===== config.mk =====
export PLATFORM = sky130hd
export DESIGN_NAME = uart_tx_ctrl_flat
export DESIGN_NICKNAME = d
export VERILOG_FILES = /design/src/rtl/uart_tx_ctrl_if.sv /design/src/rtl/uart_tx_ctrl.sv /design/src/flat_wrapper.sv
export SDC_FILE = /design/constraint.sdc
export NUM_CORES = 1
export LEC_CHECK = 0
export ABC_AREA = 1
export BUFFER_PORTS_ARGS = -buffer_cell sky130_fd_sc_hd__buf_4
export CAP_MARGIN = 40
export CORE_AREA = 2 2 39 41
export DETAILED_ROUTE_END_ITERATION = 16
export DIE_AREA = 0 0 41 43
export HOLD_SLACK_MARGIN = 0.05
export SYNTH_ARGS = -nofsm -noshare
export SYNTH_HDL_FRONTEND = slang
export SYNTH_SLANG_ARGS = --single-unit

===== constraint.sdc =====
create_clock -name clk -period 2.3 [get_ports clk]
set_input_delay 0.115 -clock clk [delete_from_list [all_inputs] [get_ports clk]]
set_output_delay 0.115 -clock clk [all_outputs]
set_load 0.005 [all_outputs]

===== src/rtl/uart_tx_ctrl_if.sv =====
// Host/serializer-side handshake bundle for the UART transmit frame sequencer.
// master = requester and observer of the frame, slave = the sequencer itself.
interface uart_tx_ctrl_if;
  logic       data_valid;
  logic       par_en;
  logic       data_load;
  logic       ser_en;
  logic [1:0] mux_sel;
  logic       busy;

  modport master (
    output data_valid, par_en,
    input  data_load, ser_en, mux_sel, busy
  );

  modport slave (
    input  data_valid, par_en,
    output data_load, ser_en, mux_sel, busy
  );
endinterface


===== src/rtl/uart_tx_ctrl.sv =====
// UART transmit frame sequencer: steps the output mux through start, data,
// optional parity and stop slots, and strobes the serializer load/shift.
module uart_tx_ctrl #(
  parameter int unsigned DATA_WIDTH = 8,
  parameter int unsigned STOP_BITS  = 1
) (
  input  logic           clk,
  input  logic           rst,
  uart_tx_ctrl_if.slave  bus
);

  localparam int unsigned CNT_MAX = (DATA_WIDTH > STOP_BITS) ? DATA_WIDTH : STOP_BITS;
  localparam int unsigned CNT_W   = (CNT_MAX > 1) ? $clog2(CNT_MAX) : 1;

  localparam logic [CNT_W-1:0] DATA_LAST = CNT_W'(DATA_WIDTH - 1);
  localparam logic [CNT_W-1:0] STOP_LAST = CNT_W'(STOP_BITS - 1);

  localparam logic [2:0] S_IDLE   = 3'd0;
  localparam logic [2:0] S_START  = 3'd1;
  localparam logic [2:0] S_DATA   = 3'd2;
  localparam logic [2:0] S_PARITY = 3'd3;
  localparam logic [2:0] S_STOP   = 3'd4;

  logic [2:0]       state_q, state_d;
  logic [CNT_W-1:0] bit_cnt_q, bit_cnt_d;
  logic             par_en_q, par_en_d;
  logic             accept;

  // Accept only while idle or in the final stop slot; gated by reset so no
  // load strobe escapes while the block is held in reset.
  always_comb begin
    accept = rst && bus.data_valid &&
             ((state_q == S_IDLE) ||
              ((state_q == S_STOP) && (bit_cnt_q == STOP_LAST)));
  end

  always_comb begin
    state_d   = state_q;
    bit_cnt_d = bit_cnt_q;
    par_en_d  = par_en_q;
    case (state_q)
      S_IDLE: begin
        bit_cnt_d = '0;
        if (accept) begin
          state_d  = S_START;
          par_en_d = bus.par_en;
        end
      end
      S_START: begin
        state_d   = S_DATA;
        bit_cnt_d = '0;
      end
      S_DATA: begin
        if (bit_cnt_q == DATA_LAST) begin
          state_d   = par_en_q ? S_PARITY : S_STOP;
          bit_cnt_d = '0;
        end else begin
          bit_cnt_d = bit_cnt_q + CNT_W'(1);
        end
      end
      S_PARITY: begin
        state_d   = S_STOP;
        bit_cnt_d = '0;
      end
      S_STOP: begin
        if (bit_cnt_q == STOP_LAST) begin
          bit_cnt_d = '0;
          if (accept) begin
            state_d  = S_START;
            par_en_d = bus.par_en;
          end else begin
            state_d = S_IDLE;
          end
        end else begin
          bit_cnt_d = bit_cnt_q + CNT_W'(1);
        end
      end
      default: begin
        state_d   = S_IDLE;
        bit_cnt_d = '0;
      end
    endcase
  end

  always_ff @(posedge clk or negedge rst) begin
    if (!rst) begin
      state_q   <= S_IDLE;
      bit_cnt_q <= '0;
      par_en_q  <= 1'b0;
    end else begin
      state_q   <= state_d;
      bit_cnt_q <= bit_cnt_d;
      par_en_q  <= par_en_d;
    end
  end

  always_comb begin
    bus.mux_sel   = 2'b11;
    bus.ser_en    = 1'b0;
    bus.busy      = 1'b0;
    bus.data_load = accept;
    case (state_q)
      S_START:  begin bus.mux_sel = 2'b00; bus.busy = 1'b1; end
      S_DATA:   begin bus.mux_sel = 2'b01; bus.busy = 1'b1; bus.ser_en = 1'b1; end
      S_PARITY: begin bus.mux_sel = 2'b10; bus.busy = 1'b1; end
      S_STOP:   begin bus.mux_sel = 2'b11; bus.busy = 1'b1; end
      default:  begin bus.mux_sel = 2'b11; bus.busy = 1'b0; end
    endcase
  end

endmodule

===== src/flat_wrapper.sv =====
// flat-port wrapper written by rule: the top's interface ports become plain ports
module uart_tx_ctrl_flat 
#(
  parameter int unsigned DATA_WIDTH = 8,
  parameter int unsigned STOP_BITS  = 1
)
  (clk, rst, bus_data_valid, bus_par_en, bus_data_load, bus_ser_en, bus_mux_sel, bus_busy);
  uart_tx_ctrl_if bus_i ();
  input  logic clk;
  input  logic rst;
  input wire logic [$bits(bus_i.data_valid)-1:0] bus_data_valid;
  input wire logic [$bits(bus_i.par_en)-1:0] bus_par_en;
  output wire logic [$bits(bus_i.data_load)-1:0] bus_data_load;
  output wire logic [$bits(bus_i.ser_en)-1:0] bus_ser_en;
  output wire logic [$bits(bus_i.mux_sel)-1:0] bus_mux_sel;
  output wire logic [$bits(bus_i.busy)-1:0] bus_busy;
  assign bus_i.data_valid = bus_data_valid;
  assign bus_i.par_en = bus_par_en;
  assign bus_data_load = bus_i.data_load;
  assign bus_ser_en = bus_i.ser_en;
  assign bus_mux_sel = bus_i.mux_sel;
  assign bus_busy = bus_i.busy;
  uart_tx_ctrl #(.DATA_WIDTH(DATA_WIDTH), .STOP_BITS(STOP_BITS)) u_core (.clk(clk), .rst(rst), .bus(bus_i));
endmodule

==> impl_metrics.py <==
metrics = {
    "logic_synthesis": {
        "synth.area.top_cells": "dfrtp_1 40%, nand2_1 12%, inv_1 9.3%, ha_1 8.5%, nor2_4 5.1%",
        "yosys_warnings": 0,
        "synth_mux_area_share_pct": 0,
        "yosysTopAreaCell": "dfrtp_1",
        "synthesis.area_um2": 442,
        "yosys.area_share.simple_pct": 34.6,
        "synth_fa_ha_area_share_pct": 8.50,
        "netlist_instances": 57,
        "syn-num-nets": 64,
        "yosysUniqueCellTypes": 16,
        "yosysSeqAreaShare_pct": 39.7,
        "synth.top_cell.area_share_pct": 39.7,
        "synth_top_family_by_area": "simple AND/OR/NAND/NOR gates",
        "synth_xor_area_share_pct": 0,
        "avgSynthCellArea_um2": 7.75,
        "synth-compound-area-share_pct": 7.08,
        "ys_seq_elements": 7,
    },
    "layout": {
        "final_cells": 86,
        "fillCellCount": 142,
        "final_nets": 78,
        "drive_gt1_share_pct": 25.7,
        "final_cell_mix": "14 x nand2_1, 11 x inv_1, 8 x buf_4, 7 x dfrtp_1, 5 x nor2_1",
        "multi_input_area_um2": 221,
        "utilization_pct": 40.3,
        "syn2layout_area_growth_pct": 26.3,
        "seqCellArea_um2": 175,
        "diodes": 0,
        "final_common_cell": "nand2_1",
    },
    "die": {
        "start_util_pct": 31.9,
        "die_x_um": 41,
        "ios": 9,
        "dieArea_um2": 1760,
        "rows": 14,
        "die_h_um": 43,
        "core_um2": 1380,
    },
    "grt": {
        "antenna_found_initial": 0,
        "overflow": 0,
        "grt_pass1_vias": 358,
        "grt_pass1_wl_um": 1350,
        "grt_max_degree": 9,
        "grt_usage_pct": 11.8,
    },
    "detailed_routing": {
        "ant_nets": 0,
        "viasPerCell": 4.63,
        "dr.pass1.iters": 4,
        "routed_wl_um": 814,
        "route.detailed.drc": 0,
        "vias": 398,
        "dr.first_iter.drc_count": 4,
        "wire_per_inst_um": 9.47,
    },
    "timing": {
        "slew_violations": 0,
        "tns_ps": 0,
        "setup_viol": 0,
        "relSlewSlack_pct": 80.7,
        "layout_setup_ws_ps": 879,
        "tightest_slew_ps": 290,
        "clock.fmax_ghz": 0.704,
        "period_needed_ps": 1420,
        "report.final.hold_viol_count": 0,
        "finalCritPeriodShare_pct": 61.8,
        "finalClockSkew_ps": 4.44,
        "fin_hold_ws_ps": 96.7,
        "rsz0062_at_grt": "no",
    },
    "place": {
        "numPortBuffers": 8,
        "place_inst": 81,
        "post-dp-hpwl_um": 705,
        "gp_congestion": 0.674,
        "place_ws_ps": 1020,
    },
    "setup_path": {
        "criticalPathCategory": "register to output pin",
        "critPathMaxFanout": 4,
        "end_kind": "output pin",
        "worstSetupStartpointType": "register",
        "required_ps": 2180,
        "arrival_ps": 1310,
    },
    "cts": {
        "cts_buffers": 3,
        "path_clk_slew_ps": 50,
        "ctsResizeCount": 0,
        "cts.sinks": 7,
        "clkLatencyLatePin_ps": 250,
        "root_buffer": "clkbuf_4",
        "cts_setup_buffers": 0,
        "holdBufCountCts": 1,
        "cts.path.max_buffers": 2,
        "cts_tree": "done",
        "htree_num_levels": 1,
    },
    "pwr": {
        "p_seq_share_pct": 31.6,
        "leakage_nw": 0.305,
        "p_per_area_nw_per_um2": 1180,
        "p_clk_share_pct": 16.6,
        "internal_power_uw": 382,
        "switchingPower_uw": 275,
        "ir_worst_vdd_uv": 343,
        "pwr-share-comb_pct": 51.8,
        "netSwitchingFraction_pct": 41.8,
    },
    "worst_hold_path": {
        "holdCritPathClass": "input port to register",
    },
    "status": {
        "status": "complete, no violations",
    },
    "job": {
        "drv_cap": 0,
    },
}
-- stage by stage --
step,cell area (um^2),power (mW)
CTS,558,0.670
global route,558,0.733
global placement,522,0.547
floorplan,442,0.431
detailed placement,522,0.555
finish,558,0.657
-- critical path: stages (launching register included) --
cell     delay [ps]
dfrtp_1         410
inv_1            70
ha_1            130
nand2_1         100
a21oi_2         210
buf_4           140
-- flip-flops by register name, summed over array words and instances (netlist names) --
name              count
u_core.state_q        3
u_core.bit_cnt_q      3
u_core.par_en_q       1
-- power groups by stage --
stage               combinational [mW]  sequential, mW  clock [mW]
finish                           0.340           0.207       0.109
global placement                 0.339           0.208           0
global route                     0.397           0.214       0.122
floorplan                        0.230           0.201           0
CTS                              0.348           0.208       0.115
detailed placement               0.345           0.210           0
-- path summary, 6_finish.rpt --
kind,cells past startpoint,startpoint,to,slack (ps)
min in group asynchronous,2,rst,u_core.bit_cnt_q[2]$_DFF_PN0_,220
max in group asynchronous,2,rst,u_core.state_q[0]$_DFFE_PN0P_,1950
hold / removal,3,bus_par_en,u_core.par_en_q$_DFFE_PN0P_,100
hold reg to reg,1,u_core.bit_cnt_q[0]$_DFF_PN0_,u_core.bit_cnt_q[0]$_DFF_PN0_,500
setup reg to reg,7,u_core.bit_cnt_q[0]$_DFF_PN0_,u_core.bit_cnt_q[0]$_DFF_PN0_,1020
setup / recovery,5,u_core.bit_cnt_q[0]$_DFF_PN0_,bus_data_load,880
-- cells in the mapped netlist, drive strengths merged --
cell / instances
a21boi: 1
a21oi: 1
and2: 1
dfrtp: 7
ha: 3
inv: 12
nand2: 15
nand3: 6
nand4: 1
nor2: 7
o21ai: 3
-- cell families (layout without fill, tap and decap cells) --
| group | Yosys count | in the layout |
|---|---|---|
| buffers and inverters | 12 | 25 |
| AOI/OAI and AO/OA | 5 | 5 |
| adders and majority gates | 3 | 3 |
| and+or+nand+nor | 30 | 30 |
| DFF | 7 | 7 |
-- cell type report --
| class | count | area share (%) |
|---|---|---|
| sequential | 7 | 31.4 |
| timing repair buffer | 9 | 12.6 |
| clock buffer | 4 | 4.71 |
| multi-input combinational | 38 | 39.7 |
| inverter | 12 | 8.07 |
| tap | 16 | 3.59 |
-- per-layer routing --
| layer | global-route usage, % | up-vias | part of all wire (%) |
|---|---|---|---|
| li1 | - | 203 | - |
| met1 | 10.9 | 183 | 40 |
| met2 | 20.3 | 12 | 55 |
| met3 | 3.14 | 0 | 4.7 |
| met4 | 8.00 | 0 | 0 |
| met5 | 0 | - | 0 |
No activity file was read; power rests on OpenSTA's default activity.
